### config.mk
export PLATFORM = sky130hd
export DESIGN_NAME = mips_fetch_stage
export DESIGN_NICKNAME = d
export VERILOG_FILES = /design/src/rtl/mips_fetch_pkg.sv /design/src/rtl/mips_target_calc.sv /design/src/rtl/mips_fetch_stage.sv
export SDC_FILE = /design/constraint.sdc
export NUM_CORES = 1
export LEC_CHECK = 0
export ABC_CLOCK_PERIOD_IN_PS = 7750
export CELL_PAD_IN_SITES_DETAIL_PLACEMENT = 2
export CELL_PAD_IN_SITES_GLOBAL_PLACEMENT = 2
export CORE_MARGIN = 2
export CORE_UTILIZATION = 32
export CTS_CLUSTER_SIZE = 20
export DETAILED_ROUTE_END_ITERATION = 12
export PLACE_DENSITY = 0.91
export SLEW_MARGIN = 20
export SYNTH_ARGS = -nofsm -noshare
export SYNTH_HDL_FRONTEND = slang
export SYNTH_HIERARCHICAL = 1
export SYNTH_SLANG_ARGS = --single-unit
### constraint.sdc
create_clock -name clk -period 7.75 [get_ports clk]
set_input_delay 1.55 -clock clk [delete_from_list [all_inputs] [get_ports clk]]
set_output_delay 1.55 -clock clk [all_outputs]
set_load 0.01 [all_outputs]
### src/rtl/mips_fetch_pkg.sv
// Shared types and constants for the MIPS instruction-fetch stage.
package mips_fetch_pkg;

  typedef enum logic [1:0] {
    S_IDLE  = 2'd0,
    S_FETCH = 2'd1,
    S_HOLD  = 2'd2,
    S_DRAIN = 2'd3
  } fetch_state_t;

  localparam logic [1:0]  SEL_BRANCH = 2'b00;
  localparam logic [1:0]  SEL_JUMP   = 2'b01;
  localparam logic [1:0]  SEL_JR     = 2'b10;
  localparam logic [1:0]  SEL_RSVD   = 2'b11;  // decoded as jr

  localparam logic [31:0] NOP_INSTR  = 32'h0000_0000;
  localparam logic [31:0] PC_INC     = 32'd4;

  // One IF/ID-shaped entry: used for the stall hold buffer.
  typedef struct packed {
    logic [31:0] instr;
    logic [31:0] pc;
  } ifid_t;

endpackage

### src/rtl/mips_target_calc.sv
// Combinational redirect target: branch, jump, jr (reserved sel acts as jr).
module mips_target_calc
  import mips_fetch_pkg::*;
(
  input  logic [1:0]  sel,
  input  logic [31:0] base,
  input  logic [15:0] imm16,
  input  logic [25:0] addr26,
  input  logic [31:0] reg_val,
  output logic [31:0] target
);

  logic [31:0] base4;
  logic [31:0] br_off;

  assign base4  = base + PC_INC;
  assign br_off = {{14{imm16[15]}}, imm16, 2'b00};

  // Select the target; all adds wrap mod 2^32, jr keeps its low bits as-is.
  always_comb begin
    target = reg_val;
    unique case (sel)
      SEL_BRANCH: target = base4 + br_off;
      SEL_JUMP:   target = {base4[31:28], addr26, 2'b00};
      default:    target = reg_val;
    endcase
  end

endmodule

### src/rtl/mips_fetch_stage.sv
// MIPS fetch stage: PC, imem req/ack handshake, stall buffer, redirect drain.
module mips_fetch_stage
  import mips_fetch_pkg::*;
#(
  parameter logic [31:0] RESET_PC = 32'h0000_0000,
  parameter int          ADDR_W   = 32
) (
  input  logic              clk,
  input  logic              reset,
  output logic              imem_req,
  output logic [ADDR_W-1:0] imem_addr,
  input  logic              imem_ack,
  input  logic [31:0]       imem_rdata,
  input  logic              stall,
  input  logic              redirect_valid,
  input  logic [1:0]        redirect_sel,
  input  logic [31:0]       redirect_base,
  input  logic [15:0]       redirect_imm16,
  input  logic [25:0]       redirect_addr26,
  input  logic [31:0]       redirect_reg,
  output logic [31:0]       instruction,
  output logic [31:0]       p_count,
  output logic              if_valid
);

  fetch_state_t state, state_n;
  logic [31:0]  pc, pc_n;
  logic [31:0]  pend, pend_n;
  ifid_t        hbuf, hbuf_n;
  logic [31:0]  instr_n, pcnt_n;
  logic         vld_n;
  logic [31:0]  target;
  logic         xfer;

  mips_target_calc u_tgt (
    .sel     (redirect_sel),
    .base    (redirect_base),
    .imm16   (redirect_imm16),
    .addr26  (redirect_addr26),
    .reg_val (redirect_reg),
    .target  (target)
  );

  // Address is the live PC; PC only moves on a transfer or redirect, so it
  // stays stable while a request waits for ack.
  assign imem_addr = pc[ADDR_W-1:0];
  assign xfer      = imem_req & imem_ack;

  // State register plus all fetch-side registers, async reset.
  always_ff @(posedge clk or posedge reset) begin
    if (reset) begin
      state       <= S_IDLE;
      pc          <= RESET_PC;
      pend        <= '0;
      hbuf        <= '0;
      instruction <= NOP_INSTR;
      p_count     <= '0;
      if_valid    <= 1'b0;
    end else begin
      state       <= state_n;
      pc          <= pc_n;
      pend        <= pend_n;
      hbuf        <= hbuf_n;
      instruction <= instr_n;
      p_count     <= pcnt_n;
      if_valid    <= vld_n;
    end
  end

  // Next-state and datapath control; redirect outranks stall in every state.
  always_comb begin
    state_n  = state;
    pc_n     = pc;
    pend_n   = pend;
    hbuf_n   = hbuf;
    instr_n  = instruction;
    pcnt_n   = p_count;
    vld_n    = if_valid;
    imem_req = (state == S_FETCH) || (state == S_DRAIN);

    if (redirect_valid) begin
      // Flush IF/ID and drop anything sitting in the hold buffer.
      vld_n   = 1'b0;
      instr_n = NOP_INSTR;
      hbuf_n  = '0;
      unique case (state)
        S_FETCH: begin
          if (xfer) pc_n = target;        // returned word is dropped
          else begin
            pend_n  = target;             // must finish the open request first
            state_n = S_DRAIN;
          end
        end
        S_DRAIN: begin
          if (imem_ack) begin
            pc_n    = target;
            state_n = S_FETCH;
          end else pend_n = target;       // newest redirect wins
        end
        default: begin                    // IDLE, HOLD: no request in flight
          pc_n    = target;
          state_n = S_FETCH;
        end
      endcase
    end else begin
      unique case (state)
        S_IDLE: state_n = S_FETCH;
        S_FETCH: begin
          if (xfer) begin
            pc_n = pc + PC_INC;
            if (stall) begin
              // Decode can't take it: park the word and stop requesting.
              hbuf_n  = '{instr: imem_rdata, pc: pc};
              state_n = S_HOLD;
            end else begin
              instr_n = imem_rdata;
              pcnt_n  = pc;
              vld_n   = 1'b1;
            end
          end else if (!stall) begin
            vld_n = 1'b0;                 // bubble while memory is busy
          end
        end
        S_HOLD: begin
          if (!stall) begin
            instr_n = hbuf.instr;
            pcnt_n  = hbuf.pc;
            vld_n   = 1'b1;
            state_n = S_FETCH;
          end
        end
        S_DRAIN: begin
          if (imem_ack) begin
            pc_n    = pend;               // stale word discarded
            state_n = S_FETCH;
          end
        end
        default: state_n = S_IDLE;
      endcase
    end
  end

endmodule

== Word-level counts from Yosys, hierarchy flattened ==
Cells that the tools add are included.
Storage, ports and cells
  output and inout bits: 98
  word-level logic and storage cells: 83
  flip-flop bits (word level): 195
  input port bits: 145
Cells by class
  reductions and logical operators: 17
  multiplexer cells: 37
  bitwise gates (word level): 2
  eq/ne operators: 16
  $add $sub $neg: 3
Operators with widths (number)
  $mux 32: 14
  $pmux 32 s2: 6
  $mux 64: 4
  $add 32x3->32 const B: 2
  $add 32x32->32: 1
  $ne 3x3->1 const B: 5
  $mux 2: 6
  $ne 2x2->1 const B: 6
  $reduce_and 4->1: 3
  $reduce_bool 2->1: 5
  $pmux 2 s4: 1
  $reduce_and 3->1: 2
  $reduce_bool 3->1: 2
  $reduce_and 5->1: 1
  $eq 2x1->1 const B: 2
  $eq 2x2->1 const B: 2
  $logic_not 2->1: 2
  $mux 1: 4
  $ne 4x4->1 const B: 1
  $pmux 2 s2: 1
  $pmux 1 s2: 1
  $reduce_and 2->1: 1
  $and 1x1->1: 1
  $logic_or 1x1->1: 1
  $not 1->1: 1

== Logic depth before layout (Yosys ltp) ==
  depth after elaboration: 6
  depth in mapped cells: 21
  depth with buffers taken out: 21

== By module ==
The synthesis kept the hierarchy.
By module, submodules not included
  mips_fetch_stage: area an instance 8999.9 µm², cells each 847, seq. area each 4879.7 µm², times used 1
  mips_target_calc: area an instance 2790.2 µm², cells each 400, seq. area each 0.0 µm², times used 1

== Worst setup path after synthesis ==
Ideal clock, no wire load.
  path kind: input to register
  start: in redirect_base[2]
  end: reg pc[29], in the netlist imem_addr[29]
  data arrival time: 5.337 ns
  library setup time: 0.094 ns
  buffers on the path: 0
  setup slack: 2.319 ns
  cell stages on the path: 19
  required time: 7.656 ns
  cells stage by stage: ha_1 inv_1 or4_2 nor2_1 nand4_1 nor2_1 and3_1 xor2_1 ha_1 a21oi_1 nor2b_1 or4_1 a211oi_1 mux2i_1 a32oi_1 inv_1 a221oi_1 a21oi_1 a211oi_1
Between the ends
  word-level cells in the longest chain between the ends: 6
  elaborated cells on any way between the ends: 7
  classes of those cells: add/sub (2); mux (5)
RTL lines
  start, declared: RTL line mips_fetch_stage.sv:17  | input logic [31:0] redirect_base,
  $add 32x3->32 *: RTL line mips_target_calc.sv:16  | assign base4 = base + PC_INC;
  $add 32x32->32: RTL line mips_target_calc.sv:23  | SEL_BRANCH: target = base4 + br_off;
  $pmux 32 s2 *: RTL line mips_target_calc.sv:22  | unique case (sel)
  net target[29]: RTL line mips_fetch_stage.sv:32  | logic [31:0] target;
  $mux 32, on equally long branches: RTL line mips_fetch_stage.sv:95, mips_fetch_stage.sv:88
  $pmux 32 s2 *: RTL line mips_fetch_stage.sv:86  | unique case (state)
  $mux 32 *: RTL line mips_fetch_stage.sv:81  | if (redirect_valid) begin
  end signal, assigned: RTL line mips_fetch_stage.sv:61  | pc <= pc_n;
  end, declared: RTL line mips_fetch_stage.sv:27  | logic [31:0] pc, pc_n;
Mark *: on every way through the listed nets, which the timed path passes. The rest lies on a longest branch. The select of a mux whose other input is x is not followed.
A chain may end at the register's enable or synchronous reset.

== Final worst setup path ==
  start: in redirect_base[2]
  end: reg pc[28], in the netlist imem_addr[28]
The elaborated chain is that of the path after synthesis.

==> key figures <==
Run status
  • Run status: finished clean

Die
  • Core area: 36,400 µm²
  • Starting Density: 32.4%
  • # IOs: 243
  • Die area: 38,400 µm²
  • Chip width: 196 µm
  • DIE HEIGHT: 196 µm
  • Rows: 70

Synthesis
  • EDFF count, synth: 0
  • Sequential-to-total area share from yosys stat: 41.4%
  • Mapped Nets: 1,433
  • Yosys Warn Count: 6
  • Syn Inst Count: 1,247
  • Most used DFF post-synth: dfrtp_1
  • Synthesized area: 11,800 µm²
  • Syn_area_per_cell: 9.45 µm²
  • Yosys reg bits: 195
  • Count of cell types in the netlist: 73
  • Async SR Flop Fraction: 100%

Global routing
  • Global route hottest layer: met2
  • Grt met1 use: 31.8%
  • Grt total ovfl: 0
  • Vias in the first global route: 12,100
  • GRT Total Usage: 24.0%
  • Initial antenna violation count: 3
  • GRT met2 Usage: 41.7%
  • First-pass GRT wire length: 72,000 µm
  • GR Layer Usage met3: 2.73%
  • Pin count of the biggest net entering global routing: 119

Route
  • # DRC: 0
  • Routed WL per cell: 23.9 µm
  • Initial DRC Count: 679
  • Routed WL: 45,900 µm
  • First-pass DRT Iterations: 5
  • DRT antenna net count: 0
  • Vias per inst: 5.72
  • DR vias: 11,000

STA
  • Hold Fails Final Rpt: 0
  • Tmin final: 6.24 ns
  • Fin crit share: 80.5%
  • Clock Skews: 0.0101 ns
  • Setup violators final: 0
  • Relative slew slack: 26.4%
  • RSZ-0062 raised after global routing: no
  • Worst-Margin Slew: 1.10 ns
  • Fmax: 160 MHz
  • Final Max Slew Viols: 0
  • Final TNS setup: 0 ns

Worst setup path
  • Required time worst endpoint: 8.10 ns
  • Crit-path cells: clkdlybuf4s50_1, ha_1, inv_1, or4_2, nor2_1, xor2_1, ha_1, o21ai_0, o21bai_1, a21o_1, a21oi_1, o31a_1, o21ai_0, a41oi_1, mux2_2, a21boi_0, inv_1, a221oi_1, a21oi_1, a211oi_1
  • CP peak stage delay: 0.77 ns
  • Worst EP arrival: 6.58 ns
  • CP max FO: 4
  • CP endpoint kind: register
  • Slowest CP cell: or4_2
  • Startpoint types: input port
  • Critical path class: in2reg

Pwr
  • Static Leak: 6.26 nW
  • NetSw: 1.91 mW
  • Seq pwr share: 37.0%
  • Int Pwr: 2.82 mW
  • Switching Fraction: 40.3%
  • Pwr Density: 310 nW/µm²
  • Pwr Total: 4.72 mW
  • Peak supply drop: 0.000171 V
  • Clock power frac: 20.3%
  • Combinational power share: 42.8%

Final layout
  • Most frequent cells in the layout: 240 x clkdlybuf4s50_1, 195 x dfrtp_1, 147 x nand2_1, 102 x o21ai_0, 74 x a21oi_1
  • Share of cells above drive strength 1: 8.01%
  • Finished Core Util: 41.8%
  • Layout area overhead: 29.2%
  • Fillers: 3,868
  • Register area: 4880 µm²
  • Multi-input gate area: 6510 µm²
  • Most common cell after layout, fill and taps aside: clkdlybuf4s50_1
  • Nets: 1,622

Clock tree
  • CTS H-tree depth: 4
  • Post-cts sizing count: 0
  • CTS tree: done
  • Root Driver: clkbuf_16
  • CTS sink count: 195
  • Clock slew at reported path FFs: 0.08 ns
  • CTS Buffer Depth: 2
  • Clock Latency Late Sink: 0.43 ns
  • Post-CTS setup buffer count: 0
  • CTS Buf Count: 17
  • Post-CTS Hold Buffers: 0

Placement
  • PortBufs: 242
  • Placer Congestion: 0.857
  • DP Wirelength: 33,800 µm

Job
  • Max_cap viols: 0

Hold path
  • Min-Delay Path Class: reg2reg
[final cells by class]
cell class	instances	share of cell area (%)
tap	468	3.84
timing repair buffer	256	16.5
clock buffer	17	2.79
sequential	195	32.0
inverter	26	0.690
multi-input combinational	940	42.7
antenna	1	0.0164
clock inverter	15	1.34
[critical path: cells and delay by family]
kind / cells / cell delay (ns)
and+or+nand+nor: 2 / 0.95
AOI/OAI and AO/OA: 11 / 2.14
buffers and inverters: 3 / 0.73
muxes: 1 / 0.37
adders and majority gates: 2 / 0.57
xor gates and xnor gates: 1 / 0.26
[flip-flops by register name (all words and copies together), names as in the netlist]
signal	cells
p_count	32
if_valid	1
hbuf	64
instruction	32
state	2
pend	32
imem_addr	32
[power groups by stage]
stage	registers, mW	logic (mW)	clock network, mW
after global routing	1.79	2.19	1.01
after floorplan	1.67	1.07	0
after detailed placement	1.75	2.00	0
final	1.75	2.02	0.958
after CTS	1.74	2.03	0.979
after global placement	1.71	1.89	0
[Yosys cell counts (14+ instances only)]
library cell	n	area share, %
dfrtp_1	195	41
nand2_1	147	4.7
o21ai_0	103	4.4
a21oi_1	74	3.1
nor2_1	73	2.3
mux2i_1	69	5.9
a22o_1	66	4.9
clkbuf_1	64	2.0
mux2_2	46	4.4
ha_1	40	4.2
o31ai_1	39	2.5
nand3_1	32	1.4
xnor2_1	26	1.9
inv_1	25	0.80
xor2_1	25	1.9
nor3_1	20	0.85
a21o_1	15	0.96
nand4_1	14	0.74
[cell families (layout without fill, tap and decap cells)]
family                   count (synthesis)  count (layout)  synth area share [%]
adder cells (fa/ha/maj)                 41              41                  4.41
buffers and inverters                  112             314                  3.97
flip-flops                             195             195                  41.4
XOR/XNOR                                51              51                  3.79
AND/OR/NAND/NOR                        346             346                  14.0
multiplexers                           116             116                  10.4
other                                    0               1                     0
AO/OA/AOI/OAI                          386             386                  22.0
[metal layers]
metal  share of wire, %  wire length (µm)  up-vias
li1                   -                 -     4947
met1                 44             20400     5711
met2                 50             23000      274
met3                3.4              1570       37
met4                2.1               945        0
met5                  0                 0        -
[per-stage QoR]
step	hold WS [ns]	cells	setup WS (ns)	instance area [µm²]
after CTS	0.491	1917	1.53	15200
after floorplan	0.451	1247	0.888	11800
after detailed placement	0.473	1885	1.11	14600
after global routing	0.517	1918	1.07	15200
after global placement	0.460	1885	1.21	14600
final	0.484	1918	1.51	15200
[path summary, 6_finish.rpt]
kind,startpoint,endpoint,slack (ns),depth (start not counted)
max in group asynchronous,reset,hbuf[17],4.87,3
min reg2reg,p_count[2],p_count[2],0.48,2
max,redirect_base[2],imem_addr[28],1.51,20
min in group asynchronous,reset,p_count[3],1.64,2
max reg2reg,state[1],imem_addr[12],4.25,7
min,p_count[2],p_count[2],0.48,2
Note: power is estimated with default switching activity, not from simulation.
